### src/rtl/rhdb_pkg.sv
// rhdb_pkg: shared silo depth, push-source encoding and Unibus byte-merge helper
package rhdb_pkg;
  localparam int RHDB_DEPTH = 64;
  typedef enum logic [1:0] {SRC_NONE, SRC_MB, SRC_UB} src_t;
  function automatic logic [15:0] rhdb_merge(input logic hi, input logic lo, input logic [15:0] d);
    return {hi ? d[15:8] : 8'o0, lo ? d[7:0] : 8'o0};
  endfunction
endpackage

### src/rtl/rhdb_fifo.sv
// rhdb_fifo: generic synchronous first-word-fall-through FIFO with count, full and empty
module rhdb_fifo #(
  parameter int WIDTH = 16,
  parameter int DEPTH = 64
) (
  input  logic                     clk,
  input  logic                     i_clr,
  input  logic                     i_push,
  input  logic                     i_pop,
  input  logic [WIDTH-1:0]         i_data,
  output logic [WIDTH-1:0]         o_head,
  output logic [$clog2(DEPTH):0]   o_count,
  output logic                     o_full,
  output logic                     o_empty
);
  localparam int AW = $clog2(DEPTH);
  logic [WIDTH-1:0] r_mem [DEPTH];
  logic [AW-1:0]    r_wptr, r_rptr;
  logic [AW:0]      r_count;
  logic             w_push, w_pop;
  assign o_count = r_count;
  assign o_full  = r_count == (AW+1)'(DEPTH);
  assign o_empty = r_count == '0;
  assign w_pop   = i_pop && !o_empty;
  assign w_push  = i_push && (!o_full || w_pop);
  assign o_head  = o_empty ? '0 : r_mem[r_rptr];
  // storage is never cleared; only the pointers define what is valid
  always_ff @(posedge clk)
    if (w_push) r_mem[r_wptr] <= i_data;
  // pointer and occupancy update; clear beats any push or pop in the same cycle
  always_ff @(posedge clk) begin
    if (i_clr) begin
      r_wptr  <= '0;
      r_rptr  <= '0;
      r_count <= '0;
    end else begin
      if (w_push) r_wptr <= r_wptr + 1'b1;
      if (w_pop) r_rptr <= r_rptr + 1'b1;
      r_count <= r_count + (AW+1)'(w_push) - (AW+1)'(w_pop);
    end
  end
endmodule

### src/rtl/rhdb.sv
// rhdb: RH11 data buffer silo with Unibus/Massbus arbitration and device-late detection
module rhdb
  import rhdb_pkg::*;
#(
  parameter int DEPTH = RHDB_DEPTH
) (
  input  logic        clk,
  input  logic        rst,
  input  logic        devRESET,
  input  logic        devLOBYTE,
  input  logic        devHIBYTE,
  input  logic [35:0] rhDATAI,
  input  logic        rhdbWRITE,
  input  logic        rhdbREAD,
  input  logic        rhCLR,
  input  logic        mbWRSTB,
  input  logic        mbRDSTB,
  input  logic [15:0] mbDATAI,
  output logic [15:0] mbDATAO,
  output logic [15:0] rhDB,
  output logic        rhBUFIR,
  output logic        rhBUFOR,
  output logic        rhSETDLT
);
  localparam int CW = $clog2(DEPTH) + 1;
  src_t          w_src;
  logic          w_clr, w_push, w_pop, w_full, w_empty, w_ovr, w_unr, w_unused;
  logic [15:0]   w_din, w_head;
  logic [CW-1:0] w_count;
  logic          r_dlt;
  assign w_clr    = rst | devRESET | rhCLR;
  assign w_pop    = mbRDSTB | rhdbREAD;
  assign w_ovr    = mbWRSTB & w_full & ~w_pop;
  assign w_unr    = mbRDSTB & w_empty;
  assign w_unused = &{1'b0, rhDATAI[35:16], w_count};
  // Massbus strobe owns the push slot; a coincident programmed write is discarded
  always_comb begin
    w_src  = mbWRSTB ? SRC_MB : rhdbWRITE ? SRC_UB : SRC_NONE;
    w_push = w_src != SRC_NONE;
    w_din  = w_src == SRC_MB ? mbDATAI : rhdb_merge(devHIBYTE, devLOBYTE, rhDATAI[15:0]);
  end
  rhdb_fifo #(.WIDTH(16), .DEPTH(DEPTH)) u_fifo (
    .clk     (clk),
    .i_clr   (w_clr),
    .i_push  (w_push),
    .i_pop   (w_pop),
    .i_data  (w_din),
    .o_head  (w_head),
    .o_count (w_count),
    .o_full  (w_full),
    .o_empty (w_empty)
  );
  // device-late pulses for one cycle after a Massbus overrun or underrun
  always_ff @(posedge clk)
    r_dlt <= w_clr ? 1'b0 : (w_ovr | w_unr);
  assign mbDATAO  = w_head;
  assign rhDB     = w_head;
  assign rhBUFIR  = ~w_full;
  assign rhBUFOR  = ~w_empty;
  assign rhSETDLT = r_dlt;
endmodule
### config.mk
export PLATFORM = sky130hd
export DESIGN_NAME = rhdb
export DESIGN_NICKNAME = d
export VERILOG_FILES = /design/src/rtl/rhdb_pkg.sv /design/src/rtl/rhdb_fifo.sv /design/src/rtl/rhdb.sv
export SDC_FILE = /design/constraint.sdc
export NUM_CORES = 1
export LEC_CHECK = 0
export CAP_MARGIN = 15
export CORE_ASPECT_RATIO = 0.75
export CORE_UTILIZATION = 57
export CTS_CLUSTER_SIZE = 25
export DETAILED_ROUTE_END_ITERATION = 10
export PLACE_DENSITY = 0.83
export SYNTH_ARGS = -nofsm -noshare
export SYNTH_HDL_FRONTEND = slang
export SYNTH_HIERARCHICAL = 1
export SYNTH_SLANG_ARGS = --single-unit
### constraint.sdc
create_clock -name clk -period 5.43 [get_ports clk]
set_clock_uncertainty 0.1 [all_clocks]
set_input_delay 0.543 -clock clk [delete_from_list [all_inputs] [get_ports clk]]
set_output_delay 0.543 -clock clk [all_outputs]
set_load 0.02 [all_outputs]
==> results of run 1 <==
[cell type report]
cell class                 count  area (sq um)  area share (%)
sequential                  1050         31280           67.85
tap                          946          1184           2.568
inverter                      14         52.55          0.1140
clock buffer                 108          2362           5.124
multi-input combinational    739          8813           19.12
timing repair buffer         192          1782           3.865
clock inverter                58         625.6           1.357
[metrics by stage]
step	cells	worst slack, ns	util (%)
after floorplan	1927	1.299	-
after global placement	2935	1.032	60.96
after detailed placement	2935	0.9515	60.96
after CTS	3101	0.2291	65.20
after global routing	3107	0.1674	65.37
final	3107	0.2457	65.37
[synth_stat cells, types with 7 or more instances]
| master | number | area share, % |
|---|---|---|
| mux4_2 | 244 | 13 |
| o22ai_1 | 41 | 0.63 |
| mux2_2 | 9 | 0.25 |
| edfxtp_1 | 1024 | 75 |
| a211oi_1 | 19 | 0.35 |
| nand3_1 | 15 | 0.18 |
| buf_4 | 35 | 0.64 |
| buf_6 | 21 | 0.58 |
| nor2b_1 | 20 | 0.31 |
| nand2b_1 | 8 | 0.12 |
| o21ai_0 | 19 | 0.23 |
| ha_1 | 10 | 0.31 |
| a22o_1 | 18 | 0.39 |
| a21oi_1 | 25 | 0.31 |
| clkbuf_1 | 28 | 0.26 |
| a221oi_1 | 12 | 0.26 |
| xor2_1 | 8 | 0.17 |
| nor2_1 | 96 | 0.88 |
| dfxtp_1 | 26 | 1.3 |
| nand2_1 | 38 | 0.35 |
| nor3_1 | 9 | 0.11 |
| o21ai_1 | 7 | 0.086 |
| buf_2 | 33 | 0.40 |
| a22o_2 | 8 | 0.20 |
| or2_2 | 7 | 0.11 |
| inv_1 | 14 | 0.13 |
| mux2i_1 | 66 | 1.6 |
[cell families (layout without fill, tap and decap cells)]
kind of cell    count (synthesis)  in the layout  share of synthesized area [%]
compound gates                178            178                          3.040
xor+xnor                       12             12                         0.2569
fa+ha+maj                      11             11                         0.3548
buf+inv                       138            372                          2.104
flops                        1050           1050                          76.43
mux                           319            319                          15.29
simple gates                  219            219                          2.517
[power groups by stage]
stage | sequential, W | combinational [W] | clock [W]
after floorplan | 0.00918 | 0.00163 | 0
after global placement | 0.00922 | 0.00239 | 0
after detailed placement | 0.00922 | 0.00245 | 0
after CTS | 0.00905 | 0.00249 | 0.00661
after global routing | 0.00905 | 0.00264 | 0.00690
final | 0.00904 | 0.00251 | 0.00655
[flip-flops by register name, summed over array words and instances, names as in the netlist, named ones only]
register,cells
u_fifo/r_wptr,6
u_fifo/r_mem,1024
u_fifo/r_rptr,6
rhSETDLT,1
u_fifo/o_count,7
[cells in the final DEF (no fill, tap or decap), drive strengths merged, types with 6 or more instances in the layout]
| cell | n |
|---|---|
| buf | 115 |
| a21oi | 26 |
| mux2 | 9 |
| nor2 | 96 |
| xor2 | 8 |
| mux4 | 244 |
| o21ai | 26 |
| clkdlybuf4s50 | 76 |
| o221ai | 6 |
| inv | 16 |
| edfxtp | 1024 |
| mux2i | 66 |
| clkbuf | 108 |
| bufinv | 12 |
| nor3 | 9 |
| a22o | 26 |
| a2111oi | 6 |
| or2 | 10 |
| nand3 | 15 |
| nand2b | 8 |
| a22oi | 6 |
| clkinv | 42 |
| nand4 | 6 |
| o22ai | 41 |
| ha | 10 |
| a211oi | 19 |
| dfxtp | 26 |
| a221oi | 13 |
| nor2b | 20 |
| nand2 | 38 |
[worst max path at each step]
stage	start	endpoint	slack [ns]
after floorplan	mbWRSTB	u_fifo/r_mem[0][11]	1.30
after global placement	flip-flop	mbDATAO[15]	1.03
after detailed placement	flip-flop	mbDATAO[15]	0.95
after CTS	flip-flop	mbDATAO[15]	0.23
after global routing	flip-flop	rhDB[4]	0.17
final	flip-flop	rhDB[13]	0.25
[worst reg2reg max path: stages (launching register included)]
cell and delay (ns):
dfxtp_1 0.35, inv_1 0.08, ha_1 0.19, nand3b_1 0.15
o41a_1 0.47, nor2b_1 0.34, nand3_1 0.58, nor2_1 0.68
buf_4 0.33
[per-layer routing]
metal  track usage (%)  wire length (um)  vias up
met5                 0                 0        -
met4             9.144              3013        0
met3             6.518             13790      198
met2             43.21             46580     1812
met1             39.01             36130    10762
li1                  -                 -     8314
==> results.py, run 1 <==
metrics = {
    "clock_network": {
        "cts_hold_buf": 0,
        "cts_resized": 0,
        "clockRootBuffer": "clkbuf_16",
        "cts_setup_buffers": 0,
        "path_clk_slew_ns": 0.06,
        "clock_latency_ns": 0.67,
        "cts_buffers": 91,
        "htree_levels": 3,
        "cts.path.max_buffers": 3,
        "cts_sinks": 1050,
        "cts_tree": "yes",
    },
    "setup_path": {
        "crit_fanout": 39,
        "crit_type": "flip-flop to primary output",
        "cp_top_family": "compound AO/OA/AOI/OAI gates",
        "end_kind": "primary output",
        "cp.required_ns": 4.79,
        "arrival_ns": 4.54,
        "r2r_end": "u_fifo/r_mem[59][1]",
        "critical_path.max_stage_delay_ns": 0.94,
        "reg2regPathDepth": 8,
        "cp.depth": 6,
        "critical_path.cell_chain": "mux4_2, nor2b_1, a211oi_1, a2111oi_0, a31o_1, clkdlybuf4s50_1",
        "rrSetupSlack_ns": 1.86,
        "path_buf_inv": 1,
        "cp_slowest_cell": "a211oi_1",
        "timing.critical_path.from_type": "flip-flop",
        "timing.rr.start": "u_fifo/o_count[5]",
    },
    "timing": {
        "min_period_over_period_pct": 95.48,
        "grt_setup_unrepaired": "false",
        "slew_headroom_pct": 22.65,
        "hold_viol": 0,
        "drv_slew": 0,
        "tightest_slew_ns": 1.131,
        "setup_viol": 0,
        "fin_crit_ns": 5.184,
        "hold_ws_ns": 0.4283,
        "tns_ns": 0,
        "max_freq_ghz": 0.1929,
    },
    "power": {
        "total_power_w": 0.01811,
        "seqPwrFrac_pct": 49.9,
        "comb_power_share_pct": 13.9,
        "internal_power_w": 0.01372,
        "power_density_nw_per_um2": 392.8,
        "leakagePower_nw": 13.36,
        "p_clk_share_pct": 36.2,
        "vdd_drop_max_mv": 0.4034,
        "power_switching_w": 0.004390,
        "sw_frac_of_total_pct": 24.24,
    },
    "route": {
        "drc": 0,
        "drt-total-wl_um": 99520,
        "drtAntennaViolNets": 0,
        "via_per_inst": 6.787,
        "drt_iter0_drc": 3589,
        "num_vias": 21086,
        "wl_per_cell_um": 32.03,
        "dr.pass1.iters": 5,
    },
    "floorplan": {
        "io_pins": 97,
        "die-height_um": 234.0,
        "dieArea_sq_um": 72860,
        "die_w_um": 311.4,
        "core_area_sq_um": 70520,
        "start_util_pct": 58.01,
        "rows": 84,
    },
    "min_path": {
        "whs_path_depth": 2,
        "hold_path_class": "flip-flop to flip-flop",
        "hold_path.startpoint": "u_fifo/r_rptr[5]",
    },
    "logic_synthesis": {
        "synth_seq_cells": 1050,
        "synth_ff_type": "edfxtp_1",
        "synth_cell_types": 54,
        "syn_inst": 1927,
        "yosysWarnings": 6,
        "synth-edff-count": 1024,
        "syn_avg_cell_area_sq_um": 21.23,
        "seq_area_frac_synth_pct": 76.43,
        "async_flop_share_pct": 0,
        "syn-cell-area_sq_um": 40910,
        "synth.net_count": 2000,
    },
    "global_route": {
        "grt_use_total_pct": 27.63,
        "grt_pass1_vias": 20831,
        "antenna_found_initial": 2,
        "grt_overflow": 0,
        "grt_pass1_wl_um": 142800,
        "grt_max_degree": 88,
    },
    "run_status": {
        "status": "finished, final reports clean",
    },
    "placed_design": {
        "dp_hpwl_um": 56840,
        "place_area_sq_um": 42990,
        "gp_congestion": 0.8535,
        "portBuffers": 76,
    },
    "job": {
        "drv_cap": 0,
    },
    "cells_and_area": {
        "fillerInstances": 4241,
        "drive_gt1_share_pct": 24.43,
        "diodes": 0,
        "syn2layout_area_growth_pct": 12.68,
        "final_net_count": 2161,
        "final_area_sq_um": 46100,
    },
}
Power figures use the tool's default switching activity.
==> run 2: changes to the inputs <==
--- a/config.mk
+++ b/config.mk
@@ -8,7 +8,7 @@
 export CAP_MARGIN = 15
 export CORE_ASPECT_RATIO = 0.75
 export CORE_UTILIZATION = 57
-export CTS_CLUSTER_SIZE = 25
+export CTS_CLUSTER_SIZE = 30
 export DETAILED_ROUTE_END_ITERATION = 10
 export PLACE_DENSITY = 0.83
 export SYNTH_ARGS = -nofsm -noshare
==> results of run 2 <==
The final DEF is identical to that of run 1; final timing and power are the same.
